### src/rtl/unet_wrapper_pkg.sv
// Shared types and constants for the done-flag writer and its polling reader.
// READBACK_CHECK_EN adds the readback states to the state enum.
package unet_wrapper_pkg;

  localparam logic [31:0] WORD_BYTES        = 32'd4;
  localparam logic [31:0] DEFAULT_DONE_WORD = 32'h0005_0010;

  typedef enum logic [2:0] {
    S_IDLE,
    S_CLEAR,
    S_PAYLOAD,
    S_FLAG,
`ifdef READBACK_CHECK_EN
    S_RB_ADDR,
    S_RB_WAIT,
`endif
    S_FIN
  } state_e;

  // Byte address of word slot idx relative to base (no wrap checking).
  function automatic logic [31:0] word_addr(
    input logic [31:0] base,
    input logic [3:0]  idx
  );
    return base + ({28'd0, idx} * WORD_BYTES);
  endfunction

endpackage

### src/rtl/done_flag_wr.sv
// done_flag_wr: clears the flag word, writes payload words, then the flag.
// Define READBACK_CHECK_EN to re-read the flag and raise a sticky err.
module done_flag_wr
  import unet_wrapper_pkg::*;
#(
  parameter logic [31:0] START_ADDR = 32'h4580_0000,
  parameter logic [31:0] DONE_WORD  = DEFAULT_DONE_WORD,
  parameter int unsigned NUM_WORDS  = 2
) (
  input  logic        clk,
  input  logic        rst_n,
  input  logic        start,
  output logic        busy,
  output logic        done,
  output logic        err,
  input  logic [31:0] pl_data,
  input  logic        pl_valid,
  output logic        pl_ready,
  output logic        ram_clk,
  output logic        ram_rst,
  output logic [31:0] ram_addr,
  output logic        ram_en,
  output logic [3:0]  ram_we,
  output logic [31:0] ram_wd_data,
  input  logic [31:0] ram_rd_data
);

  localparam logic [3:0] LAST_IDX = 4'(NUM_WORDS - 1);

  state_e      r_state;
  logic [3:0]  r_idx;
  logic [31:0] r_addr;
  logic        r_en;
  logic [3:0]  r_we;
  logic [31:0] r_wd;
  logic        r_done;

  // Sequencer: every bus action is registered as its state is left.
  always_ff @(posedge clk) begin
    if (!rst_n) begin
      r_state <= S_IDLE;
      r_idx   <= 4'd0;
      r_addr  <= 32'd0;
      r_en    <= 1'b0;
      r_we    <= 4'h0;
      r_wd    <= 32'd0;
      r_done  <= 1'b0;
    end else begin
      r_en   <= 1'b0;
      r_we   <= 4'h0;
      r_done <= 1'b0;
      unique case (r_state)
        S_IDLE: begin
          if (start) begin
            r_idx   <= 4'd0;
            r_state <= S_CLEAR;
          end
        end
        S_CLEAR: begin
          r_addr  <= START_ADDR;
          r_wd    <= 32'd0;
          r_en    <= 1'b1;
          r_we    <= 4'hF;
          r_state <= S_PAYLOAD;
        end
        S_PAYLOAD: begin
          if (pl_valid) begin
            r_addr <= word_addr(START_ADDR, r_idx + 4'd1);
            r_wd   <= pl_data;
            r_en   <= 1'b1;
            r_we   <= 4'hF;
            r_idx  <= r_idx + 4'd1;
            if (r_idx == LAST_IDX) begin
              r_state <= S_FLAG;
            end
          end
        end
        S_FLAG: begin
          r_addr  <= START_ADDR;
          r_wd    <= DONE_WORD;
          r_en    <= 1'b1;
          r_we    <= 4'hF;
`ifdef READBACK_CHECK_EN
          r_state <= S_RB_ADDR;
`else
          r_state <= S_FIN;
`endif
        end
`ifdef READBACK_CHECK_EN
        S_RB_ADDR: begin
          r_addr  <= START_ADDR;
          r_en    <= 1'b1;
          r_state <= S_RB_WAIT;
        end
        S_RB_WAIT: begin
          r_state <= S_FIN;
        end
`endif
        S_FIN: begin
          r_done  <= 1'b1;
          r_state <= S_IDLE;
        end
        default: begin
          r_state <= S_IDLE;
        end
      endcase
    end
  end

`ifdef READBACK_CHECK_EN
  logic r_err;

  // Sticky readback error; the read data lands one cycle after RB_WAIT,
  // so the check is taken on the same edge that raises done.
  always_ff @(posedge clk) begin
    if (!rst_n) begin
      r_err <= 1'b0;
    end else if (r_state == S_IDLE && start) begin
      r_err <= 1'b0;
    end else if (r_state == S_FIN && ram_rd_data != DONE_WORD) begin
      r_err <= 1'b1;
    end
  end

  assign err = r_err;
`else
  logic w_unused_rd;
  assign w_unused_rd = ^ram_rd_data;
  assign err = 1'b0;
`endif

  assign busy        = (r_state != S_IDLE);
  assign pl_ready    = (r_state == S_PAYLOAD);
  assign done        = r_done;
  assign ram_clk     = clk;
  assign ram_rst     = 1'b0;
  assign ram_addr    = r_addr;
  assign ram_en      = r_en;
  assign ram_we      = r_we;
  assign ram_wd_data = r_wd;

endmodule

### config.mk
export PLATFORM = sky130hd
export DESIGN_NAME = done_flag_wr
export DESIGN_NICKNAME = d
export VERILOG_FILES = /design/src/rtl/unet_wrapper_pkg.sv /design/src/rtl/done_flag_wr.sv
export SDC_FILE = /design/constraint.sdc
export NUM_CORES = 1
export LEC_CHECK = 0
export BUFFER_PORTS_ARGS = -buffer_cell sky130_fd_sc_hd__buf_2
export CORE_UTILIZATION = 36
export DETAILED_ROUTE_END_ITERATION = 6
export GPL_TIMING_DRIVEN = 0
export PLACE_DENSITY_LB_ADDON = 0.25
export RECOVER_POWER = 50
export SKIP_CTS_REPAIR_TIMING = 1
export SLEW_MARGIN = 25
export SYNTH_ARGS = -nofsm -noshare
export SYNTH_HDL_FRONTEND = slang
export SYNTH_SLANG_ARGS = --single-unit
### constraint.sdc
create_clock -name clk -period 1.14 [get_ports clk]
set_input_delay 0.057 -clock clk [delete_from_list [all_inputs] [get_ports clk]]
set_output_delay 0.057 -clock clk [all_outputs]
set_load 0.02 [all_outputs]
Word-level counts from Yosys, hierarchy flattened
Cells that the tools add are included.
{"block": "totals", "reg_bits": 77, "latchBits": 0, "ram_bits": 0, "mem_bits_ro": 0, "input_bits": 68, "wordCells": 43, "mem_count": 0}
{"block": "op_classes", "add_sub_neg": 2, "mul": 0, "n_div": 0, "order_cmp": 0, "n_eq_ne": 8, "shifts": 0, "muxes": 16, "bitwise_logic": 0, "reduce_logical": 10}
{"operator": "32-bit case mux with 3 select lines", "n": 1}
{"operator": "32-bit two-way mux", "n": 2}
{"operator": "32-bit case mux with 2 select lines", "n": 1}
{"operator": "31-bit by 6-bit adder with 32-bit output (first input constant)", "n": 1}
{"operator": "4-bit case mux with 2 select lines", "n": 2}
{"operator": "4-bit two-way mux", "n": 3}
{"operator": "3-bit case mux with 4 select lines", "n": 1}
{"operator": "3-bit two-way mux", "n": 3}
{"operator": "3-bit by 2-bit equality test with 1-bit output (second input constant)", "n": 2}
{"operator": "3-bit AND reduction", "n": 2}
{"operator": "3-bit nonzero test", "n": 2}
{"operator": "4-bit by 1-bit adder with 4-bit output (second input constant)", "n": 1}
{"operator": "4-bit by 1-bit equality test with 1-bit output (second input constant)", "n": 1}
{"operator": "2-bit inequality test (second input constant)", "n": 2}
{"operator": "2-bit AND reduction", "n": 2}
{"operator": "2-bit nonzero test", "n": 2}
{"operator": "3-bit by 1-bit equality test with 1-bit output (second input constant)", "n": 1}
{"operator": "3-bit equality test (second input constant)", "n": 1}
{"operator": "3-bit zero test", "n": 1}
{"operator": "1-bit two-way mux", "n": 2}
{"operator": "2-bit by 1-bit inequality test with 1-bit output (second input constant)", "n": 1}
{"operator": "1-bit case mux with 2 select lines", "n": 1}
{"operator": "2-bit OR reduction", "n": 1}

Depth between registers and ports, before layout
Gate-level depths: netlist of run 1.
{"block": "depth", "ltp_word": 4, "ltp_mapped": 6, "mapped_depth_nobuf": 5}

==> metrics.csv, run 1 <==
metric;value;unit
die_area;0.00576;sq mm
globalRouteTotalUtil;14.6;%
min_from;pl_data[4];
seq_area_frac_synth;46.8;%
slew_violations;0;
cp-end-kind;primary output;
firstDrtPassIters;4;
via_count;1828;
p_leak;1.68;nW
die_y;75.9;microns
reg2reg_depth;6;
finalWeightedCongestion;0.768;
vdd_ir_drop_max;818;uV
crit_chain;buf_8 -> or3_4 -> buf_6;
r2r-end;ram_wd_data[25];
grt_pass1_vias;1386;
wirelength;5.03;mm
fin_worst_skew;0.00715;ns
rsz0062_at_grt;yes;
core-area;0.00517;sq mm
drive_gt1_share;52.9;%
ioPinCount;143;
period_needed;1.46;ns
syn_avg_cell_area;10.9;sq um
hpwl;2.91;mm
row_count;26;
clkPwrFrac;32.6;%
clkTransAtPathRegs;0.09;ns
ant_nets;0;
post_dp_cell_area;0.00258;sq mm
critPathSlowestCell;or3_4;
synth_seq_cells;46;
start_kind;flip-flop;
wl_per_cell;12.0;microns
p_per_area;1300;mW/mm^2
viasPerCell;4.35;
internal_power;3.03;mW
synth_top_area_cell;dfxtp_1;
fill_cells;444;
p_seq_share;40.3;%
p_comb_share;27.1;%
syn_inst;181;
worstHoldPathType;in -> reg;
outcome;complete, but fails checks;
fin_nets;419;
switchingPower;1.33;mW
finalCritPeriodShare;128;%
setup_viol_count_final;43;
failed_checks;negative setup slack;
synth_top_area_share;46.8;%
antenna_found_initial;0;
grt_pass1_wl;6.53;mm
rr_startpoint;r_state[1];
final_area;0.00334;sq mm
cpPeakStageDelay;0.38;ns
min_path_cells;3;
regArea;935;sq um
critPathKind;reg -> out;
insertedDiodeCount;0;
finalWorstSetupSlack;-0.322;ns
clock_latency;0.40;ns
maxCapViolCount;0;
crit_fanout;6;
required;1.08;ns
critPathArrivalTime;1.41;ns
multi_input_area;867;sq um
switching_share;30.5;%
dieWidth;75.9;microns
fmax;0.684;GHz
grt_overflow;0;
syn_to_final_growth;69.9;%
grt_max_degree;16;
cts_tree;done;
io_buffers;83;
whs_endpoint;ram_wd_data[4];
synth.area.top_cells;dfxtp_1, buf_4, a22o_1, buf_6, o221a_1;
hold_viol;0;
ys_types;41;
regToRegSetupSlack;-0.25;ns
post-place-ws;-0.220;ns
yosysWarnings;0;
initial_utilization;38.0;%
setup_tns;-7.29;ns
drc;0;
drt_iter0_markers;49;
netlist_area;0.00197;sq mm
-- stage by stage --
stage / utilization [%] / power, mW / hold slack [ns] / cells
global placement: 50.0 / 2.79 / 0.267 / 359
floorplan: - / 2.53 / 0.170 / 206
CTS: 52.5 / 4.09 / -0.151 / 370
global route: 64.6 / 4.57 / 0.0119 / 420
detailed placement: 50.0 / 2.80 / 0.271 / 359
finish: 64.6 / 4.35 / 0.0194 / 420
-- cell families (layout without fill, tap and decap cells) --
| group | after synthesis | after routing | share of synthesized area [%] |
|---|---|---|---|
| buffers and inverters | 49 | 193 | 18.2 |
| multiplexers | 1 | 1 | 0.509 |
| other | 1 | 26 | 0.191 |
| flip-flops | 46 | 46 | 46.8 |
| AO/OA/AOI/OAI | 51 | 51 | 21.8 |
| AND/OR/NAND/NOR | 28 | 28 | 9.92 |
| adder cells (fa/ha/maj) | 2 | 2 | 1.27 |
| XOR/XNOR | 3 | 3 | 1.34 |
-- final cells by class --
| class | count | share of cell area (%) |
|---|---|---|
| repair buffers | 132 | 27.3 |
| well taps | 70 | 2.62 |
| plain buffers | 45 | 11.6 |
| flip-flops and latches | 46 | 28.0 |
| multi-input cells | 111 | 25.9 |
| clock buffers | 9 | 3.44 |
| inverters | 4 | 0.449 |
| clock inverters | 3 | 0.636 |
-- placed cells by master, fill, tap and decap left out, drive strengths merged, types with 2 or more instances in the layout --
cell	n
buf	146
dfxtp	46
dlygate4sd3	31
a22o	29
conb	26
clkbuf	9
a21oi	6
nor2	5
o21ai	5
nand2b	4
inv	3
and2	3
o221a	3
nor3	3
clkinv	3
nor3b	2
xnor2	2
o21a	2
ha	2
nand2	2
a311oi	2
a211oi	2
-- Yosys cell counts (all sizes together) --
cell     n
conb     1
a21oi    6
nand2b   4
nor2b    1
a41oi    1
ha       2
nand3    1
and4bb   1
a211oi   2
o31ai    1
clkinv   1
and3b    1
nor3     3
xor2     1
dfxtp   46
xnor2    2
nor4     1
o21a     2
o221a    3
and3     1
clkbuf   1
and2     3
a311oi   2
nand4b   1
nand2    2
a22o    29
inv      3
nor2     5
nand3b   1
or3      1
nor3b    2
mux2i    1
buf     44
o21ai    5
-- metal layers --
| layer | global-route usage (%) | share of wire, % | up-vias |
|---|---|---|---|
| li1 | - | - | 922 |
| met1 | 18.1 | 44 | 823 |
| met2 | 21.5 | 48 | 76 |
| met3 | 5.66 | 6.3 | 7 |
| met4 | 8.65 | 1.8 | 0 |
| met5 | 0 | 0 | - |
-- registers in the layout (all words and copies together) (netlist names) --
| register | count |
|---|---|
| done | 1 |
| r_state | 3 |
| ram_wd_data | 32 |
| r_idx | 4 |
| ram_addr | 5 |
| ram_we | 1 |
-- worst max path at each step --
stage	from	end	slack [ns]	cells past startpoint
after floorplan	r_state[1]	ram_addr[5]	-0.12	6
after global placement	r_state[1]	ram_wd_data[22]	-0.22	6
after detailed placement	r_state[1]	ram_wd_data[26]	-0.22	6
after CTS	r_state[2]	busy	-0.43	3
after global routing	r_state[2]	busy	-0.36	3
final	r_state[2]	busy	-0.32	3
-- worst max-delay path, delay by kind of cell (launching register included) --
family        cells  cell delay (ns)
buf+inv           2             0.26
flops             1             0.37
simple gates      1             0.38
-- power by group through the flow --
stage          clock (mW)  sequential, mW  combinational (mW)
6_report             1.42            1.75                1.18
5_1_grt              1.54            1.77                1.26
4_1_cts              1.45            1.75               0.882
3_5_place_dp        0.129            1.79               0.879
3_3_place_gp        0.129            1.79               0.876
2_1_floorplan       0.102            1.87               0.558
Note: power is estimated with default switching activity, not from simulation.
==> inputs of run 2 (changes only) <==
--- a/config.mk
+++ b/config.mk
@@ -5,7 +5,7 @@
 export SDC_FILE = /design/constraint.sdc
 export NUM_CORES = 1
 export LEC_CHECK = 0
-export BUFFER_PORTS_ARGS = -buffer_cell sky130_fd_sc_hd__buf_2
+export BUFFER_PORTS_ARGS = -buffer_cell sky130_fd_sc_hd__buf_4
 export CORE_UTILIZATION = 36
 export DETAILED_ROUTE_END_ITERATION = 6
 export GPL_TIMING_DRIVEN = 0
==> run 2 against run 1 <==
Compared with the run above: the flow still finishes with violations (negative setup slack); register-to-register slack improved by 0.03 ns; setup slack improved by 0.012 ns; global-route usage rose by 0.76 points; first-iteration DRC count fell by 12%; flip-flop and latch count did not move; wire length rose by 2.2%; cell area rose by 6.9%; cell count rose by 0.48%.
==> metrics.csv, run 2 (same netlist as run 1, synthesis figures left out) <==
metric;value;unit;change
outcome;complete, but fails checks;;
failed_checks;negative setup slack;;
p_leak;1.73;nW;+3.0%
viasPerCell;4.45;;+2.4%
layout_common_cells;buf_4, dfxtp_1, dlygate4sd3_1;;
drive_gt1_share;52.6;%;-0.30 points
via_count;1880;;+2.8%
globalRouteTotalUtil;15.4;%;+0.76 points
p_per_area;1300;mW/mm^2;-0.51%
clock_latency;0.40;ns;about the same
row_count;26;;unchanged
crit_chain;buf_8 -> or3_4 -> buf_6;;
setup_viol_count_final;43;;unchanged
drc;0;;unchanged
grt_pass1_vias;1505;;+8.6%
p_seq_share;38.0;%;-2.3 points
switching_share;27.8;%;-2.7 points
hold_viol;0;;unchanged
initial_utilization;38.0;%;unchanged
grt_pass1_wl;7.07;mm;+8.2%
finalWorstSetupSlack;-0.311;ns;+0.0116 ns
setup_tns;-6.40;ns;+0.892 ns
internal_power;3.34;mW;+11%
cp-end-kind;primary output;;
wirelength;5.15;mm;+2.2%
hpwl;2.98;mm;+2.5%
grt_max_degree;15;;-1
ioPinCount;143;;unchanged
grt_overflow;0;;unchanged
fin_nets;421;;+0.48%
start_kind;flip-flop;;
p_comb_share;27.6;%;+0.5 points
utilization;69.1;%;+4.5 points
largest_reg_flops;32;;unchanged
core-area;0.00517;sq mm;unchanged
insertedDiodeCount;0;;unchanged
period_needed;1.45;ns;-0.0116 ns
die_y;75.9;microns;unchanged
antenna_found_initial;0;;unchanged
slew_violations;0;;unchanged
critPathArrivalTime;1.39;ns;-0.02 ns
dieWidth;75.9;microns;unchanged
crit_fanout;4;;-2
met3_usage;4.82;%;-0.84 points
syn_to_final_growth;81.7;%;
fmax;0.689;GHz;+0.80%
vdd_ir_drop_max;1010;uV;+23%
fill_cells;402;;-9.5%
critPathSlowestCell;dfxtp_4;;
switchingPower;1.29;mW;-3.1%
use_met1;18.7;%;+0.57 points
dp_cells;359;;unchanged
firstDrtPassIters;2;;-2
rsz0062_at_grt;yes;;
wl_per_cell;12.2;microns;+1.7%
die_area;0.00576;sq mm;unchanged
finalWeightedCongestion;0.789;;+2.7%
drt_iter0_markers;43;;-12%
multi_input_area;872;sq um;+0.58%
cts_tree;done;;
maxCapViolCount;0;;unchanged
cpPeakStageDelay;0.37;ns;about the same
finalCritPeriodShare;127;%;-1.0 points
layout_commonest_cell;buf_4;;
gr-max-usage-layer;met2;;
worstHoldPathType;in -> reg;;
regArea;933;sq um;-0.13%
clkTransAtPathRegs;0.08;ns;about the same
clkPwrFrac;34.4;%;+1.8 points
grtUsageMet2;23.7;%;+2.3 points
critPathKind;reg -> out;;
required;1.08;ns;about the same
power;4.63;mW;+6.4%
stdcell_count;422;;+0.48%
io_buffers;83;;unchanged
fin_worst_skew;0.00506;ns;-0.00209 ns
ant_nets;0;;unchanged
==> run 2: area by class of cell <==
cell class                 count  share of cell area (%)
inverter                       4                   0.420
buffer                        45                    10.7
multi-input combinational    111                    24.4
tap                           70                    2.45
timing repair buffer         134                    31.4
sequential                    46                    26.1
clock inverter                 3                    1.12
clock buffer                   9                    3.29
==> run 2: power by group through the flow <==
stage	Combinational, mW	Sequential (mW)	Clock [mW]
floorplan	0.558	1.87	0.102
global placement	0.974	1.79	0.152
detailed placement	0.978	1.79	0.152
CTS	0.981	1.76	1.65
global route	1.36	1.78	1.74
finish	1.28	1.76	1.60
==> run 2: through the flow <==
| step | setup slack (ns) | instance area, sq um | hold WS, ns |
|---|---|---|---|
| after floorplan | -0.115 | 2080 | 0.170 |
| after global placement | -0.209 | 2790 | 0.252 |
| after detailed placement | -0.213 | 2790 | 0.252 |
| after CTS | -0.419 | 2940 | -0.147 |
| after global routing | -0.350 | 3570 | 0.0152 |
| final | -0.311 | 3570 | 0.0186 |
==> run 2: layer usage <==
metal  routed length (microns)  share of wire (%)
met4                       119                2.3
met2                      2590                 50
met5                         0                  0
met1                      2090                 41
met3                       349                6.8
==> run 2: worst paths after layout <==
kind	slack (ns)	endpoint	depth (start not counted)	from
worst min-delay path	0.02	ram_addr[3]	3	rst_n
worst min register to register	0.49	ram_wd_data[19]	1	ram_wd_data[19]
worst max register to register	-0.22	ram_wd_data[23]	6	r_state[0]
worst max-delay path	-0.31	busy	3	r_state[0]
==> run 2: worst max-delay path, delay by kind of cell (launching register included) <==
family	cells	cell delay, ns
flops	1	0.37
buf+inv	2	0.26
simple gates	1	0.37
